[config.mk]
export PLATFORM = sky130hd
export DESIGN_NAME = booth_mac_acc
export DESIGN_NICKNAME = d
export VERILOG_FILES = /design/src/rtl/booth_pkg.sv /design/src/rtl/booth_mac_acc_sat_add.sv /design/src/rtl/booth_mac_acc.sv
export SDC_FILE = /design/constraint.sdc
export NUM_CORES = 1
export LEC_CHECK = 0
export CORE_MARGIN = 2
export CORE_UTILIZATION = 55
export DETAILED_ROUTE_END_ITERATION = 16
export DONT_BUFFER_PORTS = 1
export PLACE_DENSITY = 0.74
export SLEW_MARGIN = 10
export SYNTH_ARGS = -nofsm -noshare
export SYNTH_HDL_FRONTEND = slang
export SYNTH_SLANG_ARGS = --single-unit
[constraint.sdc]
create_clock -name clk -period 4 [get_ports clk]
set_input_delay 1.2 -clock clk [delete_from_list [all_inputs] [get_ports clk]]
set_output_delay 1.2 -clock clk [all_outputs]
set_load 0.03 [all_outputs]
[src/rtl/booth_pkg.sv]
// Shared types and constants for the Booth product accumulator stage.
package booth_pkg;

  localparam int PW_DEF = 16;
  localparam int LIM_W  = 64;

  typedef enum logic [0:0] {
    ACCUM = 1'b0,
    HOLD  = 1'b1
  } state_e;

  // Largest positive value of an aw-bit signed number, zero-extended to LIM_W.
  function automatic logic [LIM_W-1:0] sat_max(input int aw);
    sat_max = (64'd1 << (aw - 1)) - 64'd1;
  endfunction

  function automatic logic [LIM_W-1:0] sat_min(input int aw);
    sat_min = ~sat_max(aw);
  endfunction

endpackage

[src/rtl/booth_mac_acc_sat_add.sv]
// AW-bit signed adder with overflow flag; clamps to the signed limits
// only when BOOTH_MAC_SAT_EN is defined, otherwise wraps modulo 2^AW.
module sat_add
  import booth_pkg::*;
#(
  parameter int AW = 24
) (
  input  logic [AW-1:0] a,
  input  logic [AW-1:0] b,
  output logic [AW-1:0] sum,
  output logic          ovf
);

  logic [AW-1:0] raw_s;

`ifdef BOOTH_MAC_SAT_EN
  localparam logic [AW-1:0] MAX_L = AW'(sat_max(AW));
  localparam logic [AW-1:0] MIN_L = AW'(sat_min(AW));
`endif

  assign raw_s = a + b;

  // Overflow when both operands share a sign that the raw sum does not.
  always_comb begin
    ovf = (a[AW-1] == b[AW-1]) && (raw_s[AW-1] != a[AW-1]);
`ifdef BOOTH_MAC_SAT_EN
    if (ovf) begin
      sum = a[AW-1] ? MIN_L : MAX_L;
    end else begin
      sum = raw_s;
    end
`else
    sum = raw_s;
`endif
  end

endmodule

[src/rtl/booth_mac_acc.sv]
// Accumulates N_TERMS signed Booth products and hands the sum downstream.
// Build option BOOTH_MAC_SAT_EN selects saturating instead of wrapping sums.
module booth_mac_acc
  import booth_pkg::*;
#(
  parameter int PW      = PW_DEF,
  parameter int AW      = 24,
  parameter int N_TERMS = 4
) (
  input  logic          clk,
  input  logic          rst,
  input  logic          prod_valid,
  input  logic [PW-1:0] prod,
  output logic          prod_ready,
  input  logic          acc_clr,
  output logic          res_valid,
  output logic [AW-1:0] res_data,
  input  logic          res_ready,
  output logic [7:0]    term_cnt,
  output logic          ovf
);

  localparam logic [7:0] LAST_CNT = 8'(N_TERMS - 1);

  state_e        state_q, state_d;
  logic [AW-1:0] acc_q, acc_d;
  logic [7:0]    cnt_q, cnt_d;
  logic          ovf_q, ovf_d;
  logic          res_valid_q, res_valid_d;
  logic [AW-1:0] res_data_q, res_data_d;

  logic [AW-1:0] prod_ext_s;
  logic [AW-1:0] base_acc_s;
  logic [7:0]    base_cnt_s;
  logic          base_ovf_s;
  logic [AW-1:0] sum_s;
  logic          add_ovf_s;

  assign prod_ext_s = AW'($signed(prod));

  // Group state as seen by this cycle's product: a clear wipes it first.
  always_comb begin
    base_acc_s = acc_q;
    base_cnt_s = cnt_q;
    base_ovf_s = ovf_q;
    if (acc_clr) begin
      base_acc_s = {AW{1'b0}};
      base_cnt_s = 8'd0;
      base_ovf_s = 1'b0;
    end else begin
      base_acc_s = acc_q;
      base_cnt_s = cnt_q;
      base_ovf_s = ovf_q;
    end
  end

  sat_add #(.AW(AW)) u_add (
    .a   (base_acc_s),
    .b   (prod_ext_s),
    .sum (sum_s),
    .ovf (add_ovf_s)
  );

  always_comb begin
    state_d     = state_q;
    acc_d       = acc_q;
    cnt_d       = cnt_q;
    ovf_d       = ovf_q;
    res_valid_d = res_valid_q;
    res_data_d  = res_data_q;
    case (state_q)
      ACCUM: begin
        acc_d = base_acc_s;
        cnt_d = base_cnt_s;
        ovf_d = base_ovf_s;
        if (prod_valid) begin
          acc_d = sum_s;
          cnt_d = base_cnt_s + 8'd1;
          ovf_d = base_ovf_s | add_ovf_s;
          if (base_cnt_s == LAST_CNT) begin
            res_data_d  = sum_s;
            res_valid_d = 1'b1;
            state_d     = HOLD;
          end else begin
            state_d = ACCUM;
          end
        end else begin
          state_d = ACCUM;
        end
      end
      // Result and sticky flag stay frozen until the consumer takes them.
      HOLD: begin
        if (res_ready) begin
          res_valid_d = 1'b0;
          acc_d       = {AW{1'b0}};
          cnt_d       = 8'd0;
          ovf_d       = 1'b0;
          state_d     = ACCUM;
        end else begin
          state_d = HOLD;
        end
      end
      default: begin
        state_d     = ACCUM;
        acc_d       = {AW{1'b0}};
        cnt_d       = 8'd0;
        ovf_d       = 1'b0;
        res_valid_d = 1'b0;
      end
    endcase
  end

  always_ff @(posedge clk) begin
    if (rst) begin
      state_q     <= ACCUM;
      acc_q       <= {AW{1'b0}};
      cnt_q       <= 8'd0;
      ovf_q       <= 1'b0;
      res_valid_q <= 1'b0;
      res_data_q  <= {AW{1'b0}};
    end else begin
      state_q     <= state_d;
      acc_q       <= acc_d;
      cnt_q       <= cnt_d;
      ovf_q       <= ovf_d;
      res_valid_q <= res_valid_d;
      res_data_q  <= res_data_d;
    end
  end

  assign prod_ready = (state_q == ACCUM);
  assign res_valid  = res_valid_q;
  assign res_data   = res_data_q;
  assign term_cnt   = cnt_q;
  assign ovf        = ovf_q;

endmodule
==> impl_results.rst <==
.. list-table::
   :header-rows: 1

   * - Metric
     - Value
   * - Chip width
     - 88.1 um
   * - Library cell occupying the most area in the post-synthesis netlist
     - sky130_fd_sc_hd__dfxtp_1
   * - Average wire length per cell after detail routing
     - 17.1 um
   * - Leakage power summed over all cells
     - 1.62 nW
   * - Number of synthesized flops with an enable pin
     - 0
   * - Area taken by multi-input logic gates
     - 0.00251 mm2
   * - Hold violation count in the final report
     - 0
   * - Iteration-0 DRC count of the detailed router
     - 248
   * - Number of inserted filler cells in the final layout
     - 675
   * - Wire length of the first global-routing pass
     - 16600 um
   * - Beginning of the worst hold path
     - acc_q[11]
   * - Total die area
     - 0.00776 mm2
   * - Max-cap check violation count
     - 0
   * - Area share of the leading cell type in the synthesized netlist
     - 0.304
   * - Routed wire length
     - 10200 um
   * - Area growth, synth to finish
     - 6.63%
   * - Worst min-delay path category
     - register to register
   * - Fraction of registers with async set/reset
     - 0
   * - Sum of negative setup slack
     - 0 ns
   * - Top cell by count, worst path
     - sky130_fd_sc_hd__o21ai_1
   * - Number of cells on the worst hold path
     - 2
   * - Number of setup buffers added after CTS
     - 0
   * - Number of H-tree levels
     - 3
   * - Crit path max-delay cell type
     - sky130_fd_sc_hd__fa_1
   * - Sum of overflow across all layers after global routing
     - 0
   * - Nature of the critical path startpoint
     - primary input
   * - Initial antenna violation count
     - 0
   * - FF-to-FF Start
     - acc_q[0]
   * - Synth Cell Area
     - 0.00389 mm2
   * - Total instance count after detailed placement
     - 578
   * - Initial Util
     - 0.569
   * - Root Buffer
     - sky130_fd_sc_hd__clkbuf_8
   * - CTS Sinks
     - 59
   * - Largest fanout on the critical path
     - 30
   * - Clock buffers created by TritonCTS
     - 9
   * - Number of cell rows
     - 30
   * - Max transition margin
     - 0.320
   * - Remaining number of nets flagged by the antenna check after routing
     - 0
   * - Top area cells in the synthesized netlist
     - sky130_fd_sc_hd__dfxtp_1 30%, sky130_fd_sc_hd__ha_1 7.1%, sky130_fd_sc_hd__nor2_1 5.4%, sky130_fd_sc_hd__a21oi_1 5.3%, sky130_fd_sc_hd__nand2_1 5.0%
   * - Capturing element type of the critical path
     - register
   * - Crit-path cells
     - nor2b_1 > ha_1 > inv_1 > fa_1 > nand2b_1 > a21oi_1 > o211ai_2 > a221oi_1 > o21ai_1 > o21ai_1 > nand3_1 > a2111oi_0
   * - Post-synthesis average cell area
     - 7.69 um2
   * - Via count of the first global-routing pass
     - 3401
   * - Height of the chip
     - 88.1 um
   * - Number of input and output port buffers inserted
     - 0
   * - Crit path kind
     - primary input to register
   * - Post-synthesis sequential element count
     - 59
   * - Leading post-synthesis cells by instance count
     - 59 x sky130_fd_sc_hd__dfxtp_1, 56 x sky130_fd_sc_hd__nor2_1, 52 x sky130_fd_sc_hd__nand2_1
   * - Vias per cell
     - 6.15
   * - Most used flip-flop cell after synthesis
     - sky130_fd_sc_hd__dfxtp_1
   * - Vias
     - 3654
   * - Total nets after synthesis
     - 550
   * - Maximum operating frequency
     - 287 MHz
   * - Longest individual stage delay on the worst path
     - 0.39 ns
   * - Layout net count
     - 537
   * - Data required time of the worst path
     - 4.24 ns
   * - Post-detailed-placement half-perimeter wirelength
     - 7190 um
   * - Number of top-level pins
     - 56
   * - DR pass1 iterations
     - 5
   * - Unique cell type count in the Yosys netlist
     - 67
   * - Fraction of final layout cells with drive strength greater than 1
     - 0.0783
   * - Final count of negative-setup-slack endpoints
     - 0
   * - Clock Pin Slew Worst Setup and Hold Paths
     - 0.08 ns
   * - Actual transition at the worst max-transition pin
     - 1.02 ns
   * - Hold buffers post-CTS
     - 0
   * - Maximum number of pins on one net before global-route repair
     - 57
   * - Maximum clock insertion buffer count
     - 2
   * - Area of the core
     - 0.00683 mm2
   * - Time the worst path needs with I/O delays and setup
     - 3.48 ns
   * - Count of instances resized after the clock tree is built
     - 0
   * - Number of design rule violations left after detail routing
     - 0
   * - Final cell count without fillers
     - 594
   * - Routability-driven placement congestion ratio
     - 0.894
   * - Yosys warnings
     - 0
   * - Clock latency reported for the late side of the worst-skew pair
     - 0.35 ns
   * - Peak ir drop on the vdd network
     - 240 uV
   * - WHS Endpoint
     - acc_q[11]
   * - Worst R2R End
     - res_data[22]
   * - Run status
     - finished, final reports clean
   * - Number of standard cells after synthesis
     - 506
   * - Setup slack, reg-to-reg
     - 1.00 ns
   * - Slew Viols, Final
     - 0
   * - Unrepaired setup endpoints after global routing
     - no
   * - CTS tree
     - yes
   * - Most common cell in the netlist
     - sky130_fd_sc_hd__dfxtp_1
   * - Layout Skew
     - 0.00753 ns
   * - Number of cells traversed by the worst register-to-register path
     - 12
   * - Power Density
     - 340 mW/mm2
   * - Proportion of synthesized chip area in sequential cells
     - 0.304
   * - Arrival @ worst endpoint
     - 3.72 ns
   * - Share of the clock period used by the worst path after layout
     - 0.871
   * - Ant. Diodes
     - 0
   * - Overall global routing resource usage
     - 0.276
   * - Sequential cell area in the final layout
     - 0.00118 mm2
## metrics by stage
step	total power [mW]	area (um2)	hold WS, ns	setup WS, ns	util
2_1_floorplan	0.831	3890	0.436	0.0925	-
3_3_place_gp	0.855	3950	0.452	0.227	0.578
3_5_place_dp	0.862	3950	0.455	0.155	0.578
4_1_cts	1.42	4150	0.469	0.497	0.607
5_1_grt	1.48	4150	0.490	0.124	0.607
6_report	1.41	4150	0.466	0.515	0.607
## report_power, final
group	internal (mW)	leakage (nW)	total (mW)	switching, mW
registers	0.607	0.480	0.621	0.0137
logic	0.0968	1.05	0.231	0.134
clock network	0.290	0.0881	0.557	0.267
total	0.994	1.62	1.41	0.415
## registers in the layout (all words and copies together), names as in the netlist
| register | cells |
|---|---|
| term_cnt | 8 |
| res_data | 24 |
| ovf | 1 |
| state_q | 1 |
| res_valid | 1 |
| acc_q | 24 |
## placed cells by master, fill, tap and decap left out, drive strengths merged, types with 3 or more instances in the layout
cell      instances
xnor2            15
mux2i             6
a311oi            3
dfxtp            59
nand2b            4
nand2            52
buf               7
clkbuf            9
clkinvlp          4
nor3             14
o21ai            27
or3               4
nor2b            21
o211ai            6
nand3            25
nand4             5
a211o             3
a22oi            16
inv              22
a31oi             8
nor2             56
nor3b             3
a211oi           10
and3              3
ha               22
a21oi            42
a21o              8
## how the worst max path moves through the flow
stage | from | end | slack, ns | depth (start not counted)
after CTS | acc_clr | res_data[22] | 0.50 | 12
final | acc_clr | res_data[22] | 0.52 | 12
after global routing | acc_clr | res_data[22] | 0.12 | 12
after detailed placement | acc_clr | res_data[22] | 0.16 | 12
after global placement | acc_clr | res_data[22] | 0.23 | 12
after floorplan | acc_clr | res_data[23] | 0.09 | 13
## critical path, delay by kind of cell
family          cells  cell delay [ns]
compound gates      6             1.49
fa+ha+maj           2             0.58
simple gates        3             0.38
buf+inv             1             0.06
## per-layer routing
metal / vias up / wire length [um] / global-route usage
met4: 0 / 198 / 0.0895
li1: 1797 / - / -
met5: - / 0 / 0
met1: 1741 / 4420 / 0.350
met3: 16 / 614 / 0.0726
met2: 100 / 4940 / 0.459
## cells by family (layout without fill, tap and decap cells)
group | after synthesis | in the layout | synth area share
AND/OR/NAND/NOR | 197 | 197 | 0.243
XOR/XNOR | 17 | 17 | 0.0418
flip-flops | 59 | 59 | 0.304
adder cells (fa/ha/maj) | 25 | 25 | 0.0817
multiplexers | 6 | 6 | 0.0154
AO/OA/AOI/OAI | 149 | 149 | 0.261
buffers and inverters | 53 | 45 | 0.0534
## cell type report
| cell class | instances | area share |
|---|---|---|
| flip-flops and latches | 59 | 0.285 |
| well taps | 96 | 0.0290 |
| clock buffers | 9 | 0.0299 |
| repair buffers | 7 | 0.0127 |
| inverters | 22 | 0.0199 |
| clock inverters | 7 | 0.0187 |
| multi-input cells | 394 | 0.605 |
Note: power is estimated with default switching activity, not from simulation.
